File: config.mk
export PLATFORM = sky130hd
export DESIGN_NAME = flash_copy_sequencer_flat
export DESIGN_NICKNAME = d
export VERILOG_FILES = /design/src/rtl/flash_copy_sequencer_if.sv /design/src/rtl/flash_copy_sequencer.sv /design/src/flat_wrapper.sv
export SDC_FILE = /design/constraint.sdc
export NUM_CORES = 1
export LEC_CHECK = 0
export CELL_PAD_IN_SITES_DETAIL_PLACEMENT = 2
export CELL_PAD_IN_SITES_GLOBAL_PLACEMENT = 2
export CORE_MARGIN = 1.5
export CORE_UTILIZATION = 27
export CTS_CLUSTER_SIZE = 40
export DETAILED_ROUTE_END_ITERATION = 10
export GPL_TIMING_DRIVEN = 0
export MAX_ROUTING_LAYER = met4
export PLACE_DENSITY = 0.79
export SETUP_SLACK_MARGIN = 0.15
export SYNTH_ARGS = -nofsm -noshare
export SYNTH_HDL_FRONTEND = slang
export SYNTH_SLANG_ARGS = --single-unit
File: constraint.sdc
create_clock -name clk -period 2.38 [get_ports clk]
set_clock_uncertainty 0.2 [all_clocks]
set_input_delay 0.714 -clock clk [delete_from_list [all_inputs] [get_ports clk]]
set_output_delay 0.714 -clock clk [all_outputs]
set_load 0.05 [all_outputs]
File: src/rtl/flash_copy_sequencer_if.sv
// SPI byte-engine and destination-RAM bus between the copy sequencer (master)
// and its environment (slave).
interface flash_copy_sequencer_if #(
   parameter int DST_AW = 12
);
   logic              spi_we;
   logic [7:0]        spi_di;
   logic [7:0]        spi_do;
   logic              spi_ready;
   logic              spi_ss_reset;
   logic [3:0]        mem_we;
   logic [DST_AW-1:0] mem_addr;
   logic [31:0]       mem_wdata;

   modport master (
      output spi_we, spi_di, spi_ss_reset, mem_we, mem_addr, mem_wdata,
      input  spi_do, spi_ready
   );

   modport slave (
      input  spi_we, spi_di, spi_ss_reset, mem_we, mem_addr, mem_wdata,
      output spi_do, spi_ready
   );
endinterface

File: src/rtl/flash_copy_sequencer.sv
// Copies a burst of 32-bit words from SPI flash (READ opcode + 24-bit address)
// into word-addressed RAM, with abort, sticky done and chip-select release.
module flash_copy_sequencer #(
   parameter int          DST_AW   = 12,
   parameter int          LEN_W    = 12,
   parameter logic [7:0]  READ_CMD = 8'h03
) (
   input  logic                   clk,
   input  logic                   resetq,
   input  logic                   start,
   input  logic                   abort,
   input  logic [23:0]            src_addr,
   input  logic [DST_AW-1:0]      dst_addr,
   input  logic [LEN_W-1:0]       length,
   input  logic                   done_ack,
   output logic                   busy,
   output logic                   done,
   output logic                   aborted,
   flash_copy_sequencer_if.master bus
);

   typedef enum logic [2:0] {
      S_IDLE, S_CMD, S_ADR2, S_ADR1, S_ADR0, S_RDBYTE, S_STORE, S_FINISH
   } state_t;

   typedef enum logic [1:0] {PH_REQ, PH_ISSUE, PH_SKIP, PH_WAIT} phase_t;

   state_t            state_q, state_d;
   phase_t            phase_q, phase_d;
   logic [23:0]       src_q, src_d;
   logic [DST_AW-1:0] addr_q, addr_d;
   logic [LEN_W-1:0]  count_q, count_d;
   logic [31:0]       wdata_q, wdata_d;
   logic [1:0]        byte_idx_q, byte_idx_d;
   logic              abort_pend_q, abort_pend_d;
   logic              done_q, done_d;
   logic              aborted_q, aborted_d;
   logic              byte_state;
   logic              abort_now;

   always_ff @(posedge clk or negedge resetq) begin
      if (!resetq) begin
         state_q      <= S_IDLE;
         phase_q      <= PH_REQ;
         src_q        <= '0;
         addr_q       <= '0;
         count_q      <= '0;
         wdata_q      <= '0;
         byte_idx_q   <= '0;
         abort_pend_q <= 1'b0;
         done_q       <= 1'b0;
         aborted_q    <= 1'b0;
      end else begin
         state_q      <= state_d;
         phase_q      <= phase_d;
         src_q        <= src_d;
         addr_q       <= addr_d;
         count_q      <= count_d;
         wdata_q      <= wdata_d;
         byte_idx_q   <= byte_idx_d;
         abort_pend_q <= abort_pend_d;
         done_q       <= done_d;
         aborted_q    <= aborted_d;
      end
   end

   assign byte_state = (state_q == S_CMD) || (state_q == S_ADR2) || (state_q == S_ADR1) ||
                       (state_q == S_ADR0) || (state_q == S_RDBYTE);
   assign abort_now  = abort_pend_q | abort;

   always_comb begin
      state_d      = state_q;
      phase_d      = phase_q;
      src_d        = src_q;
      addr_d       = addr_q;
      count_d      = count_q;
      wdata_d      = wdata_q;
      byte_idx_d   = byte_idx_q;
      abort_pend_d = abort_pend_q;
      done_d       = done_q;
      aborted_d    = aborted_q;

      // done_ack is overridden below when FINISH sets done in the same cycle
      if (done_ack) begin
         done_d    = 1'b0;
         aborted_d = 1'b0;
      end

      case (state_q)
         S_IDLE: begin
            if (start) begin
               abort_pend_d = 1'b0;
               if (length == '0) begin
                  state_d = S_FINISH;
               end else begin
                  src_d      = src_addr;
                  addr_d     = dst_addr;
                  count_d    = length;
                  byte_idx_d = '0;
                  done_d     = 1'b0;
                  aborted_d  = 1'b0;
                  phase_d    = PH_REQ;
                  state_d    = S_CMD;
               end
            end
         end
         S_CMD, S_ADR2, S_ADR1, S_ADR0, S_RDBYTE: begin
            abort_pend_d = abort_now;
            case (phase_q)
               PH_REQ: begin
                  if (abort_now)          state_d = S_FINISH;
                  else if (bus.spi_ready) phase_d = PH_ISSUE;
               end
               PH_ISSUE: phase_d = PH_SKIP;
               PH_SKIP:  phase_d = PH_WAIT;
               PH_WAIT: begin
                  if (bus.spi_ready) begin
                     phase_d = PH_REQ;
                     if (abort_now) begin
                        state_d = S_FINISH;
                     end else begin
                        case (state_q)
                           S_CMD:   state_d = S_ADR2;
                           S_ADR2:  state_d = S_ADR1;
                           S_ADR1:  state_d = S_ADR0;
                           S_ADR0:  state_d = S_RDBYTE;
                           default: begin
                              // shift right so the first byte lands in [7:0]
                              wdata_d    = {bus.spi_do, wdata_q[31:8]};
                              byte_idx_d = byte_idx_q + 2'd1;
                              if (byte_idx_q == 2'd3) state_d = S_STORE;
                           end
                        endcase
                     end
                  end
               end
               default: phase_d = PH_REQ;
            endcase
         end
         S_STORE: begin
            abort_pend_d = abort_now;
            addr_d       = addr_q + DST_AW'(1);
            count_d      = count_q - LEN_W'(1);
            if (abort_now || count_q == LEN_W'(1)) state_d = S_FINISH;
            else                                   state_d = S_RDBYTE;
         end
         S_FINISH: begin
            done_d       = 1'b1;
            aborted_d    = abort_pend_q;
            abort_pend_d = 1'b0;
            state_d      = S_IDLE;
         end
         default: state_d = S_IDLE;
      endcase
   end

   always_comb begin
      case (state_q)
         S_CMD:   bus.spi_di = READ_CMD;
         S_ADR2:  bus.spi_di = src_q[23:16];
         S_ADR1:  bus.spi_di = src_q[15:8];
         S_ADR0:  bus.spi_di = src_q[7:0];
         default: bus.spi_di = 8'h00;
      endcase
   end

   assign bus.spi_we       = byte_state && (phase_q == PH_ISSUE);
   assign bus.spi_ss_reset = (state_q == S_FINISH);
   assign bus.mem_we       = (state_q == S_STORE) ? 4'b1111 : 4'b0000;
   assign bus.mem_addr     = addr_q;
   assign bus.mem_wdata    = wdata_q;
   assign busy             = byte_state || (state_q == S_STORE);
   assign done             = done_q;
   assign aborted          = aborted_q;

endmodule

File: src/flat_wrapper.sv
// flat-port wrapper written by rule: the top's interface ports become plain ports
module flash_copy_sequencer_flat 
#(
   parameter int          DST_AW   = 12,
   parameter int          LEN_W    = 12,
   parameter logic [7:0]  READ_CMD = 8'h03
)
  (clk, resetq, start, abort, src_addr, dst_addr, length, done_ack, busy, done, aborted, bus_spi_we, bus_spi_di, bus_spi_ss_reset, bus_mem_we, bus_mem_addr, bus_mem_wdata, bus_spi_do, bus_spi_ready);
  flash_copy_sequencer_if #(.DST_AW(DST_AW)) bus_i ();
  input  logic clk;
  input  logic resetq;
  input  logic start;
  input  logic abort;
  input  logic [23:0] src_addr;
  input  logic [DST_AW-1:0] dst_addr;
  input  logic [LEN_W-1:0] length;
  input  logic done_ack;
  output logic busy;
  output logic done;
  output logic aborted;
  output wire logic [$bits(bus_i.spi_we)-1:0] bus_spi_we;
  output wire logic [$bits(bus_i.spi_di)-1:0] bus_spi_di;
  output wire logic [$bits(bus_i.spi_ss_reset)-1:0] bus_spi_ss_reset;
  output wire logic [$bits(bus_i.mem_we)-1:0] bus_mem_we;
  output wire logic [$bits(bus_i.mem_addr)-1:0] bus_mem_addr;
  output wire logic [$bits(bus_i.mem_wdata)-1:0] bus_mem_wdata;
  input wire logic [$bits(bus_i.spi_do)-1:0] bus_spi_do;
  input wire logic [$bits(bus_i.spi_ready)-1:0] bus_spi_ready;
  assign bus_spi_we = bus_i.spi_we;
  assign bus_spi_di = bus_i.spi_di;
  assign bus_spi_ss_reset = bus_i.spi_ss_reset;
  assign bus_mem_we = bus_i.mem_we;
  assign bus_mem_addr = bus_i.mem_addr;
  assign bus_mem_wdata = bus_i.mem_wdata;
  assign bus_i.spi_do = bus_spi_do;
  assign bus_i.spi_ready = bus_spi_ready;
  flash_copy_sequencer #(.DST_AW(DST_AW), .LEN_W(LEN_W), .READ_CMD(READ_CMD)) u_core (.clk(clk), .resetq(resetq), .start(start), .abort(abort), .src_addr(src_addr), .dst_addr(dst_addr), .length(length), .done_ack(done_ack), .busy(busy), .done(done), .aborted(aborted), .bus(bus_i));
endmodule
==> impl_summary.md <==
Power
The worst voltage drop across the vdd grid is around 0.49 mV. Summed over all cells, the static leakage comes to ~0.0035 uW. For this design the ratio of total power to cell area is 1218 mW/mm2. Total power for the finished layout comes to a little over 9000 uW.

STA
The transition at the pin with the smallest max-transition slack is ~0.62 ns. Measured against its own limit, the worst slew margin works out to approximately three fifths. After layout, the worst path uses 109.8% of the clock period. The final-report hold violation count is 0. The summed negative setup slack over all endpoints is -6.183 ns. The setup violation total in the final timing report is just under 50.

The shortest clock period the worst path allows after layout is 2.613 ns. After layout, the worst setup slack is -0.2326 ns. Setup repair after global routing could not meet its margin everywhere. The total count of max-transition violations in the final report is 0. For this run, the top clock speed supported by timing is about 380 MHz.

Routing
Wires add up to roughly 19 mm. The number of DRC markers after the initial detailed-route iteration is between 150 and 200. Dividing the detail-routed via count by the number of cells gives about 5. The routed layout has roughly 4,400 vias. After detailed routing, the average wire length per cell comes to 21.53 um. The post-route DRC violation count is 0. The remaining antenna violation count after routing is 0. For this run, the detailed router's first-pass iteration total came to 4.

Die
The area of the placeable core is around 0.016 mm2. During I/O placement, the number of pins put on the boundary was roughly 120. The die extent in y is around 130 um. The die outline width is around 130 um.

The count of standard-cell rows is between 40 and 50. The die covers ~0.018 mm2. Once the floorplan was initialized, standard cells occupied 27.48% of the core.

Logic synthesis
The share of the synthesized area in the top cell type is 49.76%. The dominant synthesized flop cell is dfrtp_1. By area the synthesized netlist is led by dfrtp_1, nand2_1, mux2_2.

For this run, the number of Yosys warnings is 0. Dividing the synthesized area by the synthesized cell count gives between 9 and 10 um2. Ranked by instance count, the synthesized netlist is headed by nand2_1, dfrtp_1, mux2_2. Sequential cells were found to cover 49.76% of the synthesized design area. In the synthesized netlist, the number of instances is 456. The net count after synthesis is between 500 and 600. The synthesized netlist occupies a cell area of between 0.004 and 0.005 mm2. Counting flops with an async set or reset pin after synthesis yields a share of between 90% and 100%. The most instantiated library cell after synthesis is nand2_1.

The library cell occupying the most area in the post-synthesis netlist is dfrtp_1. The synthesized design contains 90 register bits. The number of flops mapped to enable cells by yosys is 0. The netlist uses 51 different library cells.

Critical path
Traced cell by cell, the critical path runs through buf_6, buf_4, nand2_2, nor2_2, o31ai_4, buf_6. Of all nets on the critical path, the largest fanout is 5. At the worst endpoint, the arrival time is about 1.7 ns. The critical path is of the flip-flop to output pin type.

The slowest stage of the critical path is the dfrtp_1 cell. Together, buffers and inverters on the worst path number 3. In this design, the stage delay of the slowest critical-path cell is between 0.4 and 0.5 ns.

The critical path launch point type is a flip-flop. Counting stages on the worst path, the most repeated cell is buf_6. On the critical path the largest part of the delay comes from buffers and inverters.

Data on the critical path is required at its endpoint by between 1 and 1.5 ns. STA classifies the critical path endpoint as an output pin.

Place
The final HPWL from detailed placement is about 11 mm. Once placement completed, the tool counted placed cells totaling between 700 and 800. In this run the cell area measured after placement is roughly 0.0063 mm2. The count of buffers inserted at the top-level ports is 122. The congestion estimate from routability-driven global placement came to 0.7832.

Cells and area
The utilization of the core after routing is a little under half. The relative area change from synthesis to final layout is 66.80%. Registers take about 0.0023 mm2. The count of antenna diodes in the layout is 0. The number of fill cells in the layout is 1,706. The area of all placed cells without fillers is ~0.0075 mm2.

After the last flow step, the layout net total stands at 716. The fraction of final layout cells with drive strength greater than 1 is 36.01%. In the final layout, the multi-input gates occupy 0.002544 mm2.

Leaving out filler cells and counting taps, the final layout contains 867.

Clock tree
The cell at the root of the clock tree is clkbuf_16. The clock transition at the register clock pins on the worst setup and hold paths after CTS is approximately 0.07 ns. The clock latency of the later-clocked register in the worst-skew pair is between 0.3 and 0.4 ns. The clock net in this run drives a total of 90 sinks. The longest clock path from root to sink contains 2 buffers. The H-tree was split into 3 levels. Counting the buffers created by CTS gives 9. The TritonCTS clock tree is done.

Global routing
The number of global-route vias before repair is around 4,900. The total overflow reported by the global router is 0. The initial antenna violation count is 0.

Entering global routing, the biggest net connects 47 pins. Global routing used a little over a fifth of the available tracks. The first global-routing pass estimated roughly 28 mm of wire.

Worst hold path
The tightest min-delay check is of the primary input to async pin type.

Status
The checks that failed: setup timing. The flow ran to the end, but the final reports show violations.

Run
Across the run, the number of max-cap violations was 0.
==> state kept, by name (all words and copies together) (netlist names) <==
| signal | cells |
|---|---|
| u_core.aborted | 1 |
| u_core.bus.mem_wdata | 32 |
| u_core.done | 1 |
| u_core.phase_q | 2 |
| u_core.abort_pend_q | 1 |
| u_core.byte_idx_q | 2 |
| u_core.bus.mem_addr | 12 |
| u_core.src_q | 24 |
| u_core.count_q | 12 |
| u_core.state_q | 3 |
==> path summary, 6_finish.rpt <==
check	from	to	slack, ns	depth (start not counted)
worst min register to register	u_core.bus.mem_wdata[0]	u_core.bus.mem_wdata[0]	0.31	1
worst max-delay path	u_core.state_q[0]	bus_spi_di[1]	-0.23	6
max in group asynchronous	resetq	u_core.bus.mem_addr[11]	1.15	2
worst min-delay path	resetq	u_core.src_q[4]	0.16	1
min in group clk	u_core.bus.mem_wdata[0]	u_core.bus.mem_wdata[0]	0.31	1
worst max register to register	u_core.state_q[2]	u_core.bus.mem_wdata[7]	-0.13	8
==> final cells by class <==
type / instances / share of cell area (%)
Buffer: 24 / 4.343
Inverter: 11 / 0.7127
Sequential cell: 90 / 29.87
Tap cell: 220 / 3.647
Timing Repair Buffer: 174 / 23.65
Multi-Input combinational cell: 332 / 33.70
Clock buffer: 9 / 2.984
Clock inverter: 7 / 1.094
==> layer usage <==
metal	wire length (um)	up-vias	GRT usage, %
li1	-	1975	-
met5	0	-	-
met2	10280	85	38.63
met1	7428	2262	23.49
met4	435	0	7.448
met3	521	29	2.644
==> cells by family (layout without fill, tap and decap cells) <==
group / Yosys count / count (layout) / share of synthesized area [%]
xor+xnor: 2 / 2 / 0.3871
simple gates: 203 / 204 / 20.32
mux: 46 / 46 / 11.17
buf+inv: 35 / 225 / 4.036
flops: 90 / 90 / 49.76
fa+ha+maj: 12 / 12 / 3.318
compound gates: 68 / 68 / 11.00
==> per-stage QoR <==
stage                     worst slack [ns]  hold slack [ns]
after CTS                          -0.2452           0.1869
after global routing               -0.2884           0.2002
after global placement              -3.402           0.2584
after detailed placement            -1.095           0.2702
after floorplan                    0.09699           0.2184
final                              -0.2326           0.1588
==> cells in the final DEF, fill, tap and decap left out, types with 5 or more instances in the layout <==
cell and n:
nand2_2 9, inv_1 8, buf_12 7, o21ai_0 8
clkdlybuf4s50_1 45, buf_8 12, dlygate4sd2_1 19, clkbuf_2 7
mux2_2 22, o21ai_4 6, nor2_1 26, clkdlybuf4s15_2 12
clkbuf_16 10, a21oi_1 12, mux2_4 12, nand4_1 5
nor2_4 5, a221o_1 6, mux2i_2 5, nor3_1 8
buf_6 20, nand3_1 17, buf_4 42, nand2_1 99
dfrtp_1 88, clkdlybuf4s15_1 16, o211ai_1 7, buf_2 6
ha_1 11
==> where the power goes <==
part,leakage [uW],internal (uW),switching (uW)
combinational,0.00216,2150,2840
clock,0.000145,835,711
sequential,0.00116,2070,588
==> repair_timing <==
action                                  CTS  global route
cloned                                    6             0
resized for setup                       294            74
buffers inserted                         29            17
endpoints found under the setup margin  150           113
pin swaps                                18            19
hold buffers                              0             0
(Power assumes the default switching activity.)
